<file path="src/rtl/flipchip_gate_bank.sv">
// Bank of CHANNELS clocked gates replacing the fixed 4-input NAND FlipChip cards:
// selectable gate function, modelled propagation delay, pulse-rejection filter and fault forcing.
module flipchip_gate_bank #(
    parameter int CHANNELS = 6,
    parameter int INPUTS   = 4,
    parameter int MODE     = 0,
    parameter int DELAY    = 2,
    parameter int FILTER   = 3,
    parameter int HI_OUTS  = 2,
    // A zero-width port is not legal, so HI_OUTS=0 still exposes one tie-high bit.
    localparam int HI_W    = (HI_OUTS > 0) ? HI_OUTS : 1
) (
    input  logic                       clk,
    input  logic                       rst,
    input  logic [CHANNELS*INPUTS-1:0] in,
    input  logic [CHANNELS-1:0]        force_en,
    input  logic [CHANNELS-1:0]        force_val,
    output logic [CHANNELS-1:0]        out,
    output logic [CHANNELS-1:0]        changed,
    output logic [HI_W-1:0]            hi
);

    localparam int                  F_EFF    = (FILTER < 1) ? 1 : FILTER;
    localparam logic [3:0]          CNT_LAST = 4'(F_EFF - 1);
    localparam logic                RST_BIT  = (MODE == 0) || (MODE == 2);
    localparam logic [CHANNELS-1:0] RST_VEC  = {CHANNELS{RST_BIT}};

    if (MODE < 0 || MODE > 3) begin : g_bad_mode
        $error("flipchip_gate_bank: MODE must be 0 (NAND), 1 (AND), 2 (NOR) or 3 (OR)");
    end
    if (CHANNELS < 1 || CHANNELS > 32 || INPUTS < 1 || INPUTS > 8) begin : g_bad_shape
        $error("flipchip_gate_bank: CHANNELS must be 1..32 and INPUTS 1..8");
    end
    if (DELAY < 0 || DELAY > 15 || FILTER < 0 || FILTER > 15 || HI_OUTS < 0 || HI_OUTS > 4) begin : g_bad_timing
        $error("flipchip_gate_bank: DELAY/FILTER must be 0..15 and HI_OUTS 0..4");
    end

    function automatic logic gate_fn(input logic [INPUTS-1:0] x);
        case (MODE)
            0:       gate_fn = ~&x;
            1:       gate_fn = &x;
            2:       gate_fn = ~|x;
            default: gate_fn = |x;
        endcase
    endfunction

    logic [CHANNELS-1:0] r;
    logic [CHANNELS-1:0] d;

    always_comb begin
        // NOTE: every combinational output gets a default first so no path leaves it unassigned (no latch).
        r = '0;
        for (int c = 0; c < CHANNELS; c++) begin
            r[c] = gate_fn(in[c*INPUTS +: INPUTS]);
        end
    end

    if (DELAY == 0) begin : g_no_delay
        assign d = r;
    end else begin : g_delay
        logic [CHANNELS-1:0] stage [DELAY];

        // NOTE: the delay line is a handful of flops, not a RAM, so resetting every stage is cheap
        // and is what guarantees no pending transition survives reset.
        always_ff @(posedge clk) begin
            if (rst) begin
                for (int i = 0; i < DELAY; i++) begin
                    stage[i] <= RST_VEC;
                end
            end else begin
                stage[0] <= r;
                for (int i = 1; i < DELAY; i++) begin
                    stage[i] <= stage[i-1];
                end
            end
        end

        assign d = stage[DELAY-1];
    end

    logic [3:0]          cnt     [CHANNELS];
    logic [3:0]          cnt_nxt [CHANNELS];
    logic [CHANNELS-1:0] out_nxt;

    // Forcing overrides the filter and restarts its persistence count from zero.
    always_comb begin
        out_nxt = out;
        for (int c = 0; c < CHANNELS; c++) begin
            cnt_nxt[c] = '0;
            if (force_en[c]) begin
                out_nxt[c] = force_val[c];
            end else if (d[c] != out[c]) begin
                if (cnt[c] == CNT_LAST) begin
                    out_nxt[c] = d[c];
                end else begin
                    cnt_nxt[c] = cnt[c] + 4'd1;
                end
            end
        end
    end

    always_ff @(posedge clk) begin
        // NOTE: state registers use non-blocking assignments so every flop samples pre-edge values.
        if (rst) begin
            out     <= RST_VEC;
            changed <= '0;
            for (int c = 0; c < CHANNELS; c++) begin
                cnt[c] <= '0;
            end
        end else begin
            out     <= out_nxt;
            changed <= out_nxt ^ out;
            for (int c = 0; c < CHANNELS; c++) begin
                cnt[c] <= cnt_nxt[c];
            end
        end
    end

    assign hi = '1;

endmodule
</file>
<file path="config.mk">
export PLATFORM = sky130hd
export DESIGN_NAME = flipchip_gate_bank
export DESIGN_NICKNAME = d
export VERILOG_FILES = /design/src/rtl/flipchip_gate_bank.sv
export SDC_FILE = /design/constraint.sdc
export NUM_CORES = 1
export LEC_CHECK = 0
export CAP_MARGIN = 10
export CORE_ASPECT_RATIO = 1.2
export CORE_MARGIN = 4
export CORE_UTILIZATION = 35
export DETAILED_ROUTE_END_ITERATION = 6
export GPL_TIMING_DRIVEN = 1
export HOLD_SLACK_MARGIN = 0.12
export MAX_ROUTING_LAYER = met4
export SLEW_MARGIN = 30
export SYNTH_ARGS = -nofsm -noshare
export SYNTH_HDL_FRONTEND = slang
export SYNTH_SLANG_ARGS = --single-unit
</file>
<file path="constraint.sdc">
create_clock -name clk -period 1.6 [get_ports clk]
set_input_delay 0.48 -clock clk [delete_from_list [all_inputs] [get_ports clk]]
set_output_delay 0.48 -clock clk [all_outputs]
set_load 0.05 [all_outputs]
</file>
==> impl_metrics.yaml <==
outcome:
  status: "complete, no violations"
finish:
  layout-drive-gt1-share_pct: 25.1
  n_antenna_cell: 0
  synthToLayoutAreaGrowth_pct: 44.4
  final_net_count: 332
  final_util_pct: 53.0
setup_path:
  timing.critical_path.slowest_cell_delay_ns: 0.40
  r2r-end: "out[0]$_SDFF_PP1_"
  start_kind: "flip-flop"
  cp.required_ns: 1.80
  cp-end-kind: "flip-flop"
  regToRegStartpoint: "cnt[0][0]$_SDFF_PP0_"
  cp.arrival_ns: 1.75
  slowest_stage: "or3b_4"
  path_buf_inv: 1
  worstSetupPathType: "reg2reg"
  crit_family: "simple AND/OR/NAND/NOR gates"
  startpoint: "cnt[0][0]$_SDFF_PP0_"
  cp_max_fo: 5
  worstPathCellList: "inv_1, ha_1, or3b_4, or4_1, o211a_1"
  rr_worst_depth: 5
  rrSetupSlack_ns: 0.05
pwr:
  irDropWorstVdd_mv: 0.431
  p_leak_nw: 1.20
  p_per_area_mw_per_mm2: 841
die:
  io_pins: 52
  core_mm2: 0.00578
  fp.dieW_um: 79.1
  initial_core_util_pct: 36.7
  fp-row-count: 30
  die_area_mm2: 0.00738
  die_h_um: 93.3
min_path:
  holdCritStartpoint: "g_delay.stage[0][2]$_SDFF_PP1_"
  min_to: "g_delay.stage[0][8]$_SDFF_PP1_"
  holdPathStages: 1
  hp-class: "reg2reg"
routing:
  via_count: 1686
  firstDrtPassIters: 4
  dr.first_iter.drc_count: 71
  wire_per_inst_um: 10.7
  antenna_left: 0
  drc: 0
  via_per_inst: 4.64
  drt_wl_total_um: 3870
global_route:
  grtUsageTotal_pct: 11.3
  antenna_found_initial: 0
  grt_pass1_vias: 1633
  grt_remaining_overflow: 0
  grt_first_pass_wirelength_um: 6550
  grt_max_degree: 15
yosys:
  netlist_instances: 213
  ys_types: 25
  syn_area_per_cell_um2: 9.97
  ys_seq_area_share_pct: 45.3
  synth_warnings: 0
  ys_seq_elements: 48
  syn-cell-area_mm2: 0.00212
timing:
  hold_viol_final: 0
  whs_ns: 0.412
  setup-tns-final_ns: 0
  period_minus_slack_ns: 1.55
  slew_viol_final: 0
  fin_skew_ns: 0.00541
  max_freq_mhz: 645
  fin_crit_sh_pct: 96.9
  finalSetupViolCount: 0
  rsz0062_at_grt: "true"
flow_run:
  cap_violations: 0
cts:
  post_cts_hold_buffer_count: 0
  numCtsBuffers: 5
  cts_tree: "yes"
  clkTransAtPathRegs_ns: 0.09
  root_buffer: "clkbuf_8"
  insertion_delay_ns: 0.30
  cts_max_level: 2
  cts_buffer_depth: 2
  clock_sinks: 48
place:
  gp_congestion: 0.724
  io_buffers: 49
  post-dp-hpwl_um: 2980
## area by class of cell
class,count,area (um^2)
clock inverter,1,30.0
clock buffer,7,96.3
inverter,6,22.5
fill,538,2720
timing repair buffer,67,746
tap,80,100
sequential,48,970
multi-input combinational,154,1100
## cell usage after synthesis, drive strengths merged
master | n | share of area, %
nor3 | 6 | 1.4
dfxtp | 48 | 45
o211a | 6 | 2.8
buf | 4 | 1.8
xnor2 | 12 | 4.9
or3b | 12 | 5.7
nand4 | 4 | 1.2
a21oi | 6 | 1.4
xor2 | 6 | 2.5
nand2b | 6 | 1.8
ha | 12 | 7.1
o311a | 6 | 2.9
nor2 | 26 | 4.6
inv | 6 | 1.1
and3 | 6 | 1.8
or4 | 6 | 2.1
nand2 | 8 | 1.4
a211oi | 6 | 3.5
nand3 | 14 | 3.3
or2 | 10 | 2.9
conb | 1 | 0.18
clkbuf | 2 | 0.35
## metrics by stage
step | cell area (um^2) | power (mW) | instances | setup WS [ns]
3_5_place_dp | 2930 | 1.67 | 355 | -0.185
2_1_floorplan | 2130 | 1.44 | 214 | 0.118
5_1_grt | 3070 | 2.69 | 363 | -0.0532
4_1_cts | 3050 | 2.62 | 363 | 0.0287
3_3_place_gp | 2930 | 1.66 | 355 | -0.176
6_report | 3070 | 2.58 | 363 | 0.0489
## cell families after synthesis
family                     share of synthesized area (%)
buffers and inverters                               3.18
and+or+nand+nor                                     26.2
other                                              0.177
AOI/OAI and AO/OA                                   10.7
xor gates and xnor gates                            7.42
adders and majority gates                           7.07
DFF                                                 45.3
## cell usage in the layout (no fill, tap or decap)
cell type / instances
a21oi_1: 6
nand3_1: 14
clkdlybuf4s50_1: 37
buf_4: 18
o211a_1: 6
ha_1: 12
or2_2: 10
o311a_1: 4
nor2_1: 26
xor2_1: 6
and3_1: 6
nand2_1: 8
dfxtp_1: 41
nor3_1: 6
dfxtp_2: 7
inv_1: 5
conb_1: 2
o311a_2: 2
a211oi_2: 6
inv_2: 1
or3b_1: 5
buf_12: 12
nand2b_1: 6
xnor2_1: 12
bufinv_16: 1
or4_1: 6
or3b_4: 7
nand4_1: 4
clkbuf_8: 7
## power by group
| group | internal (mW) | switching (mW) | total [mW] |
|---|---|---|---|
| combinational | 0.219 | 0.164 | 0.383 |
| sequential | 1.22 | 0.0323 | 1.25 |
| clock | 0.551 | 0.391 | 0.943 |
## worst max path at each step
stage	cells past startpoint	end
2_1_floorplan	5	out[3]$_SDFF_PP1_
3_3_place_gp	4	out[5]$_SDFF_PP1_
3_5_place_dp	4	out[5]$_SDFF_PP1_
4_1_cts	5	changed[2]$_SDFF_PP0_
5_1_grt	5	changed[5]$_SDFF_PP0_
6_report	5	out[0]$_SDFF_PP1_
## worst reg2reg max path, delay by kind of cell (launching register included)
family	cells	cell delay, ns
buffers and inverters	1	0.05
AOI/OAI and AO/OA	1	0.12
DFF	1	0.34
and+or+nand+nor	2	0.80
adders and majority gates	1	0.14
## timing repair
| item | 4_1_cts | 5_1_grt |
|---|---|---|
| gates resized for setup | 0 | 9 |
| endpoints found under the setup margin | 0 | 10 |
| buffers inserted | 0 | 0 |
## registers in the layout (all words and copies together), names as in the netlist
| signal | count |
|---|---|
| cnt | 24 |
| g_delay.stage | 12 |
| changed | 6 |
| out | 6 |
## metal layers
layer / GRT usage (%) / share of wire (%)
met3: 3.66 / 6.5
met5: - / 0
met4: 4.73 / 2.1
met1: 12.4 / 47
met2: 19.0 / 45
(Power assumes the default switching activity.)
